===== src/rtl/mem_ctrl_pkg.sv =====
// rtl/mem_ctrl_pkg.sv - shared constants, state encoding and helpers for mem_ctrl
//
// Purpose: reset level, zero word, FSM state encoding, load/store funct3 codes
//          and the funct3 -> byte count helper used by mem_ctrl.
// Ports:   none (package).

package mem_ctrl_pkg;

    localparam logic        RST_ENABLE = 1'b0;
    localparam logic [31:0] ZERO_WORD  = 32'h0000_0000;

    typedef enum logic [1:0] {
        ST_IDLE  = 2'd0,
        ST_READ  = 2'd1,
        ST_WRITE = 2'd2,
        ST_DONE  = 2'd3
    } state_t;

    localparam logic [2:0] F3_LB  = 3'b000;
    localparam logic [2:0] F3_LH  = 3'b001;
    localparam logic [2:0] F3_LW  = 3'b010;
    localparam logic [2:0] F3_LBU = 3'b100;
    localparam logic [2:0] F3_LHU = 3'b101;
    localparam logic [2:0] F3_SB  = 3'b000;
    localparam logic [2:0] F3_SH  = 3'b001;
    localparam logic [2:0] F3_SW  = 3'b010;

    // Transfer length in bytes; only funct3[1:0] selects the width.
    function automatic logic [2:0] xfer_len(input logic [2:0] funct3);
        logic [2:0] w_len;
        case (funct3[1:0])
            F3_SB[1:0]: w_len = 3'd1;
            F3_SH[1:0]: w_len = 3'd2;
            default:    w_len = 3'd4;
        endcase
        return w_len;
    endfunction

endpackage


===== src/rtl/mem_ld_ext.sv =====
// rtl/mem_ld_ext.sv - little-endian byte assembly with load sign/zero extension
//
// Purpose: combines four bytes (b0 = lowest address) into a 32-bit word and
//          applies the load extension selected by funct3.
// Ports:   i_b0..i_b3 - bytes in address order
//          i_funct3   - load type (LB/LH/LW/LBU/LHU)
//          o_data     - extended 32-bit load result

module mem_ld_ext
    import mem_ctrl_pkg::*;
(
    input  logic [7:0]  i_b0,
    input  logic [7:0]  i_b1,
    input  logic [7:0]  i_b2,
    input  logic [7:0]  i_b3,
    input  logic [2:0]  i_funct3,
    output logic [31:0] o_data
);

    always_comb begin
        o_data = {i_b3, i_b2, i_b1, i_b0};
        case (i_funct3)
            F3_LB:   o_data = {{24{i_b0[7]}}, i_b0};
            F3_LH:   o_data = {{16{i_b1[7]}}, i_b1, i_b0};
            F3_LBU:  o_data = {24'h0, i_b0};
            F3_LHU:  o_data = {16'h0, i_b1, i_b0};
            default: o_data = {i_b3, i_b2, i_b1, i_b0};
        endcase
    end

endmodule


===== src/rtl/mem_ctrl.sv =====
// rtl/mem_ctrl.sv - IF/MEM arbiter and byte-serial sequencer for an 8-bit sync RAM
//
// Purpose: accepts one fetch or load/store at a time (MEM has fixed priority),
//          moves it one byte per cycle little-endian over the RAM bus, returns
//          assembled fetch/load data and raises pipeline stall requests.
// Ports:   clk, rst (sync, active-low)
//          if_req/if_addr/if_cancel               - fetch requester
//          mem_req/mem_we/mem_funct3/mem_addr/mem_wdata - load/store requester
//          if_done/if_inst, mem_done/mem_rdata    - completion pulses and data
//          stallreq_if/stallreq_mem               - stall requests to ctrl
//          ram_din, ram_dout/ram_a/ram_wr         - external RAM bus

module mem_ctrl
    import mem_ctrl_pkg::*;
#(
    parameter int ADDR_WIDTH = 32
) (
    input  logic                  clk,
    input  logic                  rst,
    input  logic                  if_req,
    input  logic [ADDR_WIDTH-1:0] if_addr,
    input  logic                  if_cancel,
    input  logic                  mem_req,
    input  logic                  mem_we,
    input  logic [2:0]            mem_funct3,
    input  logic [ADDR_WIDTH-1:0] mem_addr,
    input  logic [31:0]           mem_wdata,
    output logic                  if_done,
    output logic [31:0]           if_inst,
    output logic                  mem_done,
    output logic [31:0]           mem_rdata,
    output logic                  stallreq_if,
    output logic                  stallreq_mem,
    input  logic [7:0]            ram_din,
    output logic [7:0]            ram_dout,
    output logic [ADDR_WIDTH-1:0] ram_a,
    output logic                  ram_wr
);

    state_t                r_state;
    state_t                w_state_nxt;
    logic [2:0]            r_cnt;
    logic [2:0]            r_len;
    logic                  r_is_if;
    logic [2:0]            r_funct3;
    logic [ADDR_WIDTH-1:0] r_base;
    logic [31:0]           r_wdata;
    logic [7:0]            r_b0;
    logic [7:0]            r_b1;
    logic [7:0]            r_b2;
    logic                  r_if_done;
    logic                  r_mem_done;
    logic [31:0]           r_if_inst;
    logic [31:0]           r_mem_rdata;
    logic [7:0]            r_ram_dout;
    logic [ADDR_WIDTH-1:0] r_ram_a;
    logic                  r_ram_wr;

    logic                  w_accept_mem;
    logic                  w_accept_if;
    logic                  w_cancel;
    logic                  w_rd_last;
    logic                  w_wr_last;
    logic [7:0]            w_b0;
    logic [7:0]            w_b1;
    logic [31:0]           w_ld_data;
    logic [7:0]            w_wr_byte;
    logic [ADDR_WIDTH-1:0] w_addr_k;

    assign w_cancel  = r_is_if && if_cancel;
    // Counter holds k for edge E(k); E(0) is the accept edge.
    assign w_rd_last = (r_cnt == r_len + 3'd1);
    assign w_wr_last = (r_cnt == r_len);
    assign w_addr_k  = r_base + ADDR_WIDTH'(r_cnt);

    // The final byte is still on ram_din at the completion edge, so it is
    // taken directly instead of from a capture register.
    assign w_b0 = (r_len == 3'd1) ? ram_din : r_b0;
    assign w_b1 = (r_len == 3'd2) ? ram_din : r_b1;

    always_comb begin
        w_wr_byte = r_wdata[7:0];
        case (r_cnt[1:0])
            2'd1:    w_wr_byte = r_wdata[15:8];
            2'd2:    w_wr_byte = r_wdata[23:16];
            2'd3:    w_wr_byte = r_wdata[31:24];
            default: w_wr_byte = r_wdata[7:0];
        endcase
    end

    mem_ld_ext u_ld_ext (
        .i_b0     (w_b0),
        .i_b1     (w_b1),
        .i_b2     (r_b2),
        .i_b3     (ram_din),
        .i_funct3 (r_funct3),
        .o_data   (w_ld_data)
    );

    always_ff @(posedge clk) begin
        if (rst == RST_ENABLE) begin
            r_state <= ST_IDLE;
        end else begin
            r_state <= w_state_nxt;
        end
    end

    always_comb begin
        w_state_nxt  = r_state;
        w_accept_mem = 1'b0;
        w_accept_if  = 1'b0;
        case (r_state)
            ST_IDLE: begin
                if (mem_req) begin
                    w_accept_mem = 1'b1;
                    w_state_nxt  = mem_we ? ST_WRITE : ST_READ;
                end else if (if_req && !if_cancel) begin
                    w_accept_if = 1'b1;
                    w_state_nxt = ST_READ;
                end
            end
            ST_READ: begin
                if (w_cancel) begin
                    w_state_nxt = ST_IDLE;
                end else if (w_rd_last) begin
                    w_state_nxt = ST_DONE;
                end
            end
            ST_WRITE: begin
                if (w_wr_last) begin
                    w_state_nxt = ST_DONE;
                end
            end
            default: w_state_nxt = ST_IDLE;
        endcase
    end

    always_ff @(posedge clk) begin
        if (rst == RST_ENABLE) begin
            r_cnt       <= 3'd0;
            r_len       <= 3'd0;
            r_is_if     <= 1'b0;
            r_funct3    <= 3'd0;
            r_base      <= '0;
            r_wdata     <= ZERO_WORD;
            r_b0        <= 8'h00;
            r_b1        <= 8'h00;
            r_b2        <= 8'h00;
            r_if_done   <= 1'b0;
            r_mem_done  <= 1'b0;
            r_if_inst   <= ZERO_WORD;
            r_mem_rdata <= ZERO_WORD;
            r_ram_dout  <= 8'h00;
            r_ram_a     <= '0;
            r_ram_wr    <= 1'b0;
        end else begin
            r_if_done  <= 1'b0;
            r_mem_done <= 1'b0;
            r_ram_wr   <= 1'b0;
            case (r_state)
                ST_IDLE: begin
                    if (w_accept_mem) begin
                        r_cnt    <= 3'd1;
                        r_len    <= xfer_len(mem_funct3);
                        r_is_if  <= 1'b0;
                        r_funct3 <= mem_funct3;
                        r_base   <= mem_addr;
                        r_wdata  <= mem_wdata;
                        r_ram_a  <= mem_addr;
                        if (mem_we) begin
                            r_ram_dout <= mem_wdata[7:0];
                            r_ram_wr   <= 1'b1;
                        end
                    end else if (w_accept_if) begin
                        r_cnt    <= 3'd1;
                        r_len    <= 3'd4;
                        r_is_if  <= 1'b1;
                        r_funct3 <= F3_LW;
                        r_base   <= if_addr;
                        r_ram_a  <= if_addr;
                    end
                end
                ST_READ: begin
                    if (!w_cancel) begin
                        r_cnt <= r_cnt + 3'd1;
                        if (r_cnt < r_len) begin
                            r_ram_a <= w_addr_k;
                        end
                        // Byte k arrives two edges after its address edge.
                        if (r_cnt >= 3'd2 && r_cnt <= r_len) begin
                            case (r_cnt)
                                3'd2:    r_b0 <= ram_din;
                                3'd3:    r_b1 <= ram_din;
                                3'd4:    r_b2 <= ram_din;
                                default: ;
                            endcase
                        end
                        if (w_rd_last) begin
                            if (r_is_if) begin
                                r_if_done <= 1'b1;
                                r_if_inst <= w_ld_data;
                            end else begin
                                r_mem_done  <= 1'b1;
                                r_mem_rdata <= w_ld_data;
                            end
                        end
                    end
                end
                ST_WRITE: begin
                    r_cnt <= r_cnt + 3'd1;
                    if (w_wr_last) begin
                        r_mem_done <= 1'b1;
                    end else begin
                        r_ram_a    <= w_addr_k;
                        r_ram_dout <= w_wr_byte;
                        r_ram_wr   <= 1'b1;
                    end
                end
                default: ;
            endcase
        end
    end

    assign if_done      = r_if_done;
    assign if_inst      = r_if_inst;
    assign mem_done     = r_mem_done;
    assign mem_rdata    = r_mem_rdata;
    assign ram_dout     = r_ram_dout;
    assign ram_a        = r_ram_a;
    assign ram_wr       = r_ram_wr;
    assign stallreq_if  = if_req && !r_if_done;
    assign stallreq_mem = mem_req && !r_mem_done;

endmodule


===== config.mk =====
export PLATFORM = sky130hd
export DESIGN_NAME = mem_ctrl
export DESIGN_NICKNAME = d
export VERILOG_FILES = /design/src/rtl/mem_ctrl_pkg.sv /design/src/rtl/mem_ld_ext.sv /design/src/rtl/mem_ctrl.sv
export SDC_FILE = /design/constraint.sdc
export NUM_CORES = 1
export LEC_CHECK = 0
export CAP_MARGIN = 20
export CORE_ASPECT_RATIO = 1.5
export CORE_MARGIN = 2
export CORE_UTILIZATION = 55
export CTS_BUF_LIST = sky130_fd_sc_hd__clkbuf_8
export CTS_CLUSTER_DIAMETER = 150
export CTS_CLUSTER_SIZE = 8
export DETAILED_ROUTE_END_ITERATION = 8
export HOLD_SLACK_MARGIN = 0.08
export MAX_ROUTING_LAYER = met4
export PLACE_DENSITY = 0.95
export SYNTH_ARGS = -nofsm -noshare
export SYNTH_HDL_FRONTEND = slang
export SYNTH_SLANG_ARGS = --single-unit
export TNS_END_PERCENT = 5

===== constraint.sdc =====
create_clock -name clk -period 4.8 [get_ports clk]
set_input_delay 1.44 -clock clk [delete_from_list [all_inputs] [get_ports clk]]
set_output_delay 1.44 -clock clk [all_outputs]
set_load 0.01 [all_outputs]

After elaboration in Yosys (flattened, before gate mapping)
Cells that the tools add are included.

storage, ports and cells
  latch bits = 0
  bits in registers = 207
  output and inout bits = 109
  ROM bits = 0
  bits in writable memories = 0
  memories = 0
  word-level logic and storage cells = 126

cells by class
  divide/modulo/power cells = 0
  reductions and logical operators = 26
  order comparisons = 3
  equal/unequal tests = 25
  add/sub/neg operators = 3
  multiply operators = 0
  shift operators = 0
  mux-type cells = 47
  bitwise logic cells = 5

operators by type and width
  kind                   count
  $mux W32               5
  $pmux W32 S4           1
  $pmux W32 S3           1
  $mux W8                5
  $add A32 B3 Y32        1
  $pmux W8 S3            1
  $reduce_and A4 Y1      6
  $mux W3                7
  $pmux W8 S2            1
  $mux W1                15
  $mux W2                6
  $ne A2 B2 Y1 const B   6
  $eq A3 B2 Y1 const B   3
  $eq A3 B3 Y1 const B   3
  $ne A3 B3 Y1 const B   3
  $pmux W3 S3            1
  $add A3 B1 Y3 const B  2
  $eq A2 B1 Y1 const B   3
  $eq A2 B2 Y1 const B   3
  $eq A3 B1 Y1 const B   2
  $eq A3 B3 Y1           2
  $pmux W2 S3            1
  $pmux W3 S2            1
  $reduce_and A3 Y1      2
  other kinds (14)       28

Longest topological paths before layout
Gate-level depths: netlist of run 1.

  depth in word-level cells = 8
  depth in mapped cells = 9

By module
A second synthesis of run 1 with hierarchy kept.

second synthesis, totals
  cell total of the unflattened synthesis = 1135
  area, all modules = 9854.5 um^2

by module, submodules not included
  module      sequential area each (um^2)  instances  area each (um^2)  cells each
  mem_ctrl    4144.0                       1          9499.1            1068
  mem_ld_ext  0.0                          1          355.3             67

Least setup slack after synthesis of run 1
Ideal clock, no wire load.

  kind = input to output
  start = input mem_req
  end = output stallreq_mem
  data required time = 3.360 ns
  arrival = 1.901 ns
  stages = 2
  slack = 1.459 ns
  cells stage by stage = clkbuf_1 > nor2b_1

between the ends
  longest elaborated chain between the ends = 1

RTL lines
  what                 RTL line         RTL
  from (decl)          mem_ctrl.sv:23   input logic mem_req,
  $logic_and A1 B1 Y1  mem_ctrl.sv:232  assign stallreq_mem = mem_req && !r_mem_done;
  to (decl)            mem_ctrl.sv:33   output logic stallreq_mem,

Every way passes these cells.

Final worst setup path of run 1
Ends and elaborated chain as after synthesis.

==> reports/qor_table.md, run 1 <==
| Stage | Metric | Value |
| --- | --- | --- |
| sta | Slew of the pin with the lowest slew margin | 0.986 ns |
| worst setup path | WP buf/inv | 3 |
| worst setup path | Sort of element at the end of the critical path | output pin |
| die | IO Count | 222 |
| die | Die X-Extent | 112 µm |
| clocking | Post-CTS clock slew at the launch and capture registers of the worst setup and hold paths | 0.06 ns |
| detailed routing | DRT iter0 DRCs | 850 |
| worst setup path | CP most frequent cell | clkdlybuf4s50_1 |
| worst setup path | CP startpoint kind | input pin |
| finish | Number of fill cells in the layout | 1266 |
| grt | Global routing usage summed across all routing layers | 29.8% |
| clocking | Number of hold-repair buffers added at the cts stage | 0 |
| detailed routing | Total Routed Length | 28200 µm |
| placed design | Worst-case setup slack after placement | 0.631 ns |
| die | Area of the placeable core | 17200 µm² |
| logic synthesis | Post-Syn Nets | 1254 |
| detailed routing | Drt wl/cell | 18.6 µm |
| logic synthesis | Gate count after technology mapping | 1121 |
| die | Chip Height | 166 µm |
| sta | Hold Vio Cnt, Final | 0 |
| placed design | Number of I/O port buffers | 221 |
| logic synthesis | Primary FF master, synth | dfxtp_1 |
| clocking | Total of cells resized after clock tree synthesis | 0 |
| detailed routing | Met1 wire length | 10300 µm |
| placed design | Count of placed standard cells including taps | 1486 |
| worst setup path | Top Family by Delay on Critical Path | buffers and inverters |
| grt | Pin count of the biggest net entering global routing | 105 |
| detailed routing | Via count | 9215 |
| sta | Relative slew margins | 33.9% |
| run status | Outcome | complete, no violations |
| grt | Global route overflow | 0 |
| logic synthesis | Ranking of synthesized cells by instance count | 207 x dfxtp_1, 180 x nand2_1, 124 x a21oi_1 |
| worst setup path | Arrival time at the worst endpoint | 2.73 ns |
| clocking | Worst-skew pair later-pin latency | 0.56 ns |
| pwr | Max VDD drop | 364 µV |
| worst setup path | CP max FO | 9 |
| detailed routing | Vias per cell | 6.07 |
| die | Cell row count | 59 |
| logic synthesis | Synthesis Warnings | 0 |
| detailed routing | Met2 routed wirelength | 14300 µm |
| finish | Net count, final | 1437 |
| logic synthesis | Leading area contributor after synthesis | dfxtp_1 |
| detailed routing | Detailed route wirelength on metal3 | 2080 µm |
| detailed routing | DR DRC count | 0 |
| finish | Final cell count without fillers | 1518 |
| sta | Setup repair after global routing missed its margin | false |
| detailed routing | Uppermost metal layer occupied by signal nets | met4 |
| logic synthesis | Most numerous cell in the Yosys netlist | dfxtp_1 |
| placed design | GP Congestion | 0.909 |
| sta | Final setup margin | 0.630 ns |
| clocking | Clock sink count | 207 |
| worst setup path | Slowest stage cell, crit path | clkdlybuf4s50_1 |
| worst setup path | Cells along the critical path | clkdlybuf4s50_1 -> buf_4 -> nor2b_1 -> clkdlybuf4s50_1 |
| sta | Final worst path period share | 86.9% |
| logic synthesis | Area share of the leading cell type in the synthesized netlist | 43.3% |
| clocking | Clock tree from TritonCTS | yes |
| worst setup path | Crit path launch | mem_req |
| min path | Hold path start | ram_a[13] |
| flow run | Max-cap check violation count | 0 |
| logic synthesis | Number of synthesized register bits | 207 |
| grt | Number of antenna violations at the first check in global routing | 1 |
| die | Die area | 18500 µm² |
| logic synthesis | Yosys cell types | 61 |
| min path | Hold Path Class | register to register |
| clocking | Post-CTS setup repair buffer count | 0 |
| logic synthesis | Top cells by area in the synthesized netlist | dfxtp_1 43%, mux2i_1 7.1%, nand2_1 7.1% |
| sta | Number of setup violations in the final report | 0 |
| pwr | Ratio of total power to cell area | 505 nW/µm² |
| sta | Minimum hold slack | 0.456 ns |
| logic synthesis | Mean instance size in the synthesized netlist | 8.54 µm² |
| clocking | Maximum level of the CTS H-tree | 1 |
| logic synthesis | Sequential element share of the synthesized area | 43.3% |
| worst setup path | Type of the worst setup path | input pin to output pin |
| worst setup path | Longest individual stage delay on the worst path | 0.54 ns |
| finish | Fraction of layout cells with a size suffix above 1 | 5.14% |
| pwr | Static leakage power | 4.54 nW |
| pwr | Final Power | 6.18 mW |
| die | Initial Util | 55.7% |
| grt | Global-route wire length before repair | 44200 µm |
| detailed routing | First-pass iteration count of the detailed router | 7 |
| clocking | Number of buffers on the longest clock path | 3 |
| logic synthesis | Asr flop ratio synth | 0% |
| sta | Fin Setup TNS | 0 ns |
| sta | Number of slew-limit violations in the final report | 0 |
| clocking | Root buffer selected by CTS | clkbuf_8 |
| logic synthesis | Number of flops mapped to enable cells by yosys | 0 |
| placed design | Half-perimeter wire length of the detailed placement result | 19900 µm |
| sta | Clk_skew | 0.0331 ns |
| worst setup path | Required time worst endpoint | 3.36 ns |
| worst setup path | Reg-to-reg critical path startpoint | r_cnt[0] |
| logic synthesis | Post-synthesis instance area | 9570 µm² |
| sta | Fin crit period | 4.17 ns |
| worst setup path | Internal reg-to-reg setup slack | 2.00 ns |
| grt | Via count of the first global-routing pass | 9203 |
| detailed routing | Number of routed nets with antenna violations | 0 |
| sta | Max Clock Freq | 0.240 GHz |
| finish | Layout area overhead | 27.8% |
| clocking | Cts bufs inserted | 29 |
[cells by family (layout without fill, tap and decap cells)]
group	after synthesis	after routing	share of synthesized area, %
buffers and inverters	101	284	4.42
muxes	68	68	7.11
xor gates and xnor gates	23	23	2.25
and+or+nand+nor	379	379	19.0
DFF	207	207	43.3
other	0	1	0
AOI/OAI and AO/OA	323	323	21.3
adders and majority gates	20	20	2.69
[area by class of cell]
| class | instances | area [µm²] | share of cell area [%] |
|---|---|---|---|
| clock buffers | 29 | 399 | 3.26 |
| flip-flops and latches | 207 | 4140 | 33.9 |
| well taps | 213 | 267 | 2.18 |
| diodes | 1 | 2.50 | 0.0204 |
| clock inverters | 2 | 11.3 | 0.0920 |
| multi-input cells | 813 | 5020 | 41.0 |
| inverters | 18 | 68.8 | 0.562 |
| repair buffers | 235 | 2320 | 19.0 |
[layout by cell type, fill, tap and decap left out, types with 11 or more instances in the layout]
cell and instances:
clkbuf_8 29, dfxtp_1 207, a21oi_1 124, buf_4 13, mux2i_1 68, nor2_1 74, clkdlybuf4s50_1 220, nand2_1 179
ha_1 19, inv_1 18, nand4_1 17, o21ai_0 63, and2_1 25, o31ai_1 20, and3_1 11, a211oi_1 51
xor2_1 16, nand3_1 22, a311oi_1 13
[tightest hold or removal path, stage by stage, from the launching register on]
cell and delay (ns):
dfxtp_1 0.31, nand2_1 0.05, a21oi_1 0.05
[state kept, by name, indices dropped and copies added, names as in the netlist]
register and cells:
r_base 32, r_len 3, r_state 2, r_cnt 3
mem_rdata 32, r_funct3 3, r_b1 8, ram_wr 1
ram_dout 8, ram_a 32, if_done 1, r_wdata 32
r_is_if 1, r_b2 8, mem_done 1, if_inst 32
r_b0 8
[per-layer routing]
| metal | up-vias | GRT usage, % |
|---|---|---|
| li1 | 4353 | - |
| met1 | 4292 | 30.7 |
| met2 | 449 | 53.4 |
| met3 | 121 | 5.66 |
| met4 | 0 | 16.4 |
| met5 | - | - |
[worst paths after layout]
check,endpoint,cells after the start
worst max register to register,ram_a[28],7
worst min register to register,ram_a[13],2
worst max-delay path,stallreq_mem,4
worst min-delay path,ram_a[13],2
[report_power, final]
group          internal (mW)  switching [mW]
logic                   1.12            1.51
clock network          0.535           0.606
registers               2.09           0.326
total                   3.74            2.44
[metrics by stage]
stage               util (%)  instance area (µm²)
floorplan                  -                 9570
global placement        68.8                11800
detailed placement      68.8                11800
CTS                     71.1                12200
global route            71.2                12200
finish                  71.2                12200
No activity file was read; power rests on OpenSTA's default activity.
==> run 2: changes to the inputs <==
PLACE_DENSITY = 0.86   (was 0.95)
==> run 2 against run 1 <==
Effect of this change: worst hold slack barely moved; critical endpoint unchanged; largest cell class unchanged; sequential cell count did not move; power fell by 0.84%; register-to-register slack barely moved; cell area barely moved; cell count barely moved.
==> reports/qor_table.md, run 2 (same netlist as run 1, synthesis figures left out) <==
| Stage | Metric | Value |
| --- | --- | --- |
| run status | Outcome | complete, no violations |
| worst setup path | Longest individual stage delay on the worst path | 0.66 ns |
| pwr | Static leakage power | 4.54 nW |
| min path | Hold endpoint | r_wdata[20] |
| worst setup path | Cells along the critical path | clkdlybuf4s50_1 -> nor2b_1 -> clkdlybuf4s50_1 |
| sta | Fin crit period | 4.24 ns |
| sta | Max Clock Freq | 0.236 GHz |
| sta | Final setup margin | 0.559 ns |
| detailed routing | Via count | 9006 |
| worst setup path | CP most frequent cell | clkdlybuf4s50_1 |
| clocking | Post-CTS clock slew at the launch and capture registers of the worst setup and hold paths | 0.06 ns |
| die | Chip Height | 166 µm |
| min path | Hold Path Class | register to register |
| clocking | Post-CTS setup repair buffer count | 0 |
| detailed routing | DRT iter0 DRCs | 598 |
| sta | Number of setup violations in the final report | 0 |
| worst setup path | Slowest stage cell, crit path | clkdlybuf4s50_1 |
| die | Die X-Extent | 112 µm |
| finish | Final Core Density | 71.1% |
| worst setup path | Internal reg-to-reg setup slack | 1.99 ns |
| min path | Hold path start | r_wdata[20] |
| worst setup path | Reg-to-reg critical path startpoint | r_cnt[1] |
| worst setup path | CP max FO | 9 |
| finish | Net count, final | 1437 |
| pwr | Gate power share | 42.6% |
| worst setup path | Arrival time at the worst endpoint | 2.80 ns |
| sta | Clk_skew | 0.00917 ns |
| clocking | Maximum level of the CTS H-tree | 1 |
| clocking | Number of buffers on the longest clock path | 3 |
| placed design | Half-perimeter wire length of the detailed placement result | 19500 µm |
| worst setup path | CP startpoint kind | input pin |
| clocking | Worst-skew pair later-pin latency | 0.54 ns |
| grt | Number of antenna violations at the first check in global routing | 1 |
| placed design | Worst-case setup slack after placement | 0.568 ns |
| die | Area of the placeable core | 17200 µm² |
| detailed routing | DR DRC count | 0 |
| pwr | Ratio of total power to cell area | 501 nW/µm² |
| pwr | Final Power | 6.13 mW |
| pwr | Clk network pwr share | 18.4% |
| detailed routing | Vias per cell | 5.94 |
| pwr | Power share of the sequential group | 38.9% |
| worst setup path | Required time worst endpoint | 3.36 ns |
| worst setup path | Crit path launch | mem_req |
| grt | Via count of the first global-routing pass | 8827 |
| sta | Final worst path period share | 88.4% |
| sta | Fin Setup TNS | 0 ns |
| finish | Leading cell type in the layout, fill and taps excluded | clkdlybuf4s50_1 |
| die | Die area | 18500 µm² |
| sta | Hold Vio Cnt, Final | 0 |
| clocking | Clock sink count | 207 |
| clocking | Number of hold-repair buffers added at the cts stage | 0 |
| grt | Pin count of the biggest net entering global routing | 83 |
| placed design | Placed cell areas | 11800 µm² |
| finish | Number of fill cells in the layout | 1359 |
| clocking | Root buffer selected by CTS | clkbuf_8 |
| placed design | GP Congestion | 0.936 |
| detailed routing | Number of routed nets with antenna violations | 0 |
| finish | Fraction of layout cells with a size suffix above 1 | 5.14% |
| detailed routing | First-pass iteration count of the detailed router | 7 |
| grt | Global route overflow | 0 |
| sta | Setup repair after global routing missed its margin | false |
| worst setup path | Terminus of the critical flop-to-flop path | ram_a[5] |
| clocking | Cts bufs inserted | 29 |
| min path | Worst Hold Depth | 2 |
| worst setup path | Type of the worst setup path | input pin to output pin |
| worst setup path | Sort of element at the end of the critical path | output pin |
| clocking | Total of cells resized after clock tree synthesis | 0 |
| pwr | Max VDD drop | 315 µV |
| finish | Final std cell area, no fill | 12200 µm² |
| pwr | Cell-internal power | 3.74 mW |
| detailed routing | Drt wl/cell | 17.7 µm |
| die | IO Count | 222 |
| die | Cell row count | 59 |
| sta | Relative slew margins | 35.6% |
| pwr | Net Sw Power | 2.39 mW |
| finish | Layout area overhead | 27.8% |
| pwr | Switching Fraction | 39.0% |
| detailed routing | Total Routed Length | 26900 µm |
| clocking | Clock tree from TritonCTS | yes |
| finish | Most frequent cells in the layout | 220 x clkdlybuf4s50_1, 207 x dfxtp_1, 179 x nand2_1 |
| sta | Number of slew-limit violations in the final report | 0 |
| sta | Slew of the pin with the lowest slew margin | 0.966 ns |
| grt | Global routing usage summed across all routing layers | 29.0% |
| die | Initial Util | 55.7% |
| placed design | Number of I/O port buffers | 221 |
| grt | Global-route wire length before repair | 43100 µm |
| flow run | Max-cap check violation count | 0 |
| worst setup path | R2R depth | 7 |
run 2: metal layers:
metal  share of wire [%]  global-route usage, %
met3                 7.1                   5.80
met1                  37                   31.2
met2                  51                   51.3
met5                   0                      -
met4                 4.8                   14.0
run 2: power by group through the flow:
stage                     clock [mW]  sequential, mW  combinational, mW
after CTS                       1.15            2.38               2.61
after global routing            1.22            2.43               2.87
after detailed placement           0            2.41               2.60
after global placement             0            2.40               2.53
final                           1.13            2.39               2.61
after floorplan                    0            2.43               1.62
run 2: worst max path at each step:
| stage | slack [ns] | to | depth (start not counted) |
|---|---|---|---|
| finish | 0.56 | stallreq_mem | 3 |
| floorplan | 1.46 | stallreq_mem | 2 |
| global placement | 0.57 | stallreq_mem | 3 |
| detailed placement | 0.57 | stallreq_mem | 3 |
| global route | 0.51 | stallreq_mem | 3 |
| CTS | 0.57 | stallreq_mem | 3 |
run 2: final cells by class:
type                    instances  area (µm²)  share of cell area, %
clock buffers                  29         399                   3.26
clock inverters                 1        3.75                 0.0307
multi-input cells             813        5020                   41.1
diodes                          1        2.50                 0.0205
well taps                     213         267                   2.18
flip-flops and latches        207        4140                   33.9
repair buffers                235        2320                   19.0
inverters                      18        68.8                  0.563
run 2: per-stage QoR:
step           hold slack (ns)  cells
4_1_cts                  0.457   1516
3_3_place_gp             0.441   1486
3_5_place_dp             0.448   1486
6_report                 0.456   1517
2_1_floorplan            0.434   1121
5_1_grt                  0.467   1517
run 2: critical path: cells and delay by family:
kind / cells / cell delay, ns
buffers and inverters: 2 / 1.19
AND/OR/NAND/NOR: 1 / 0.17
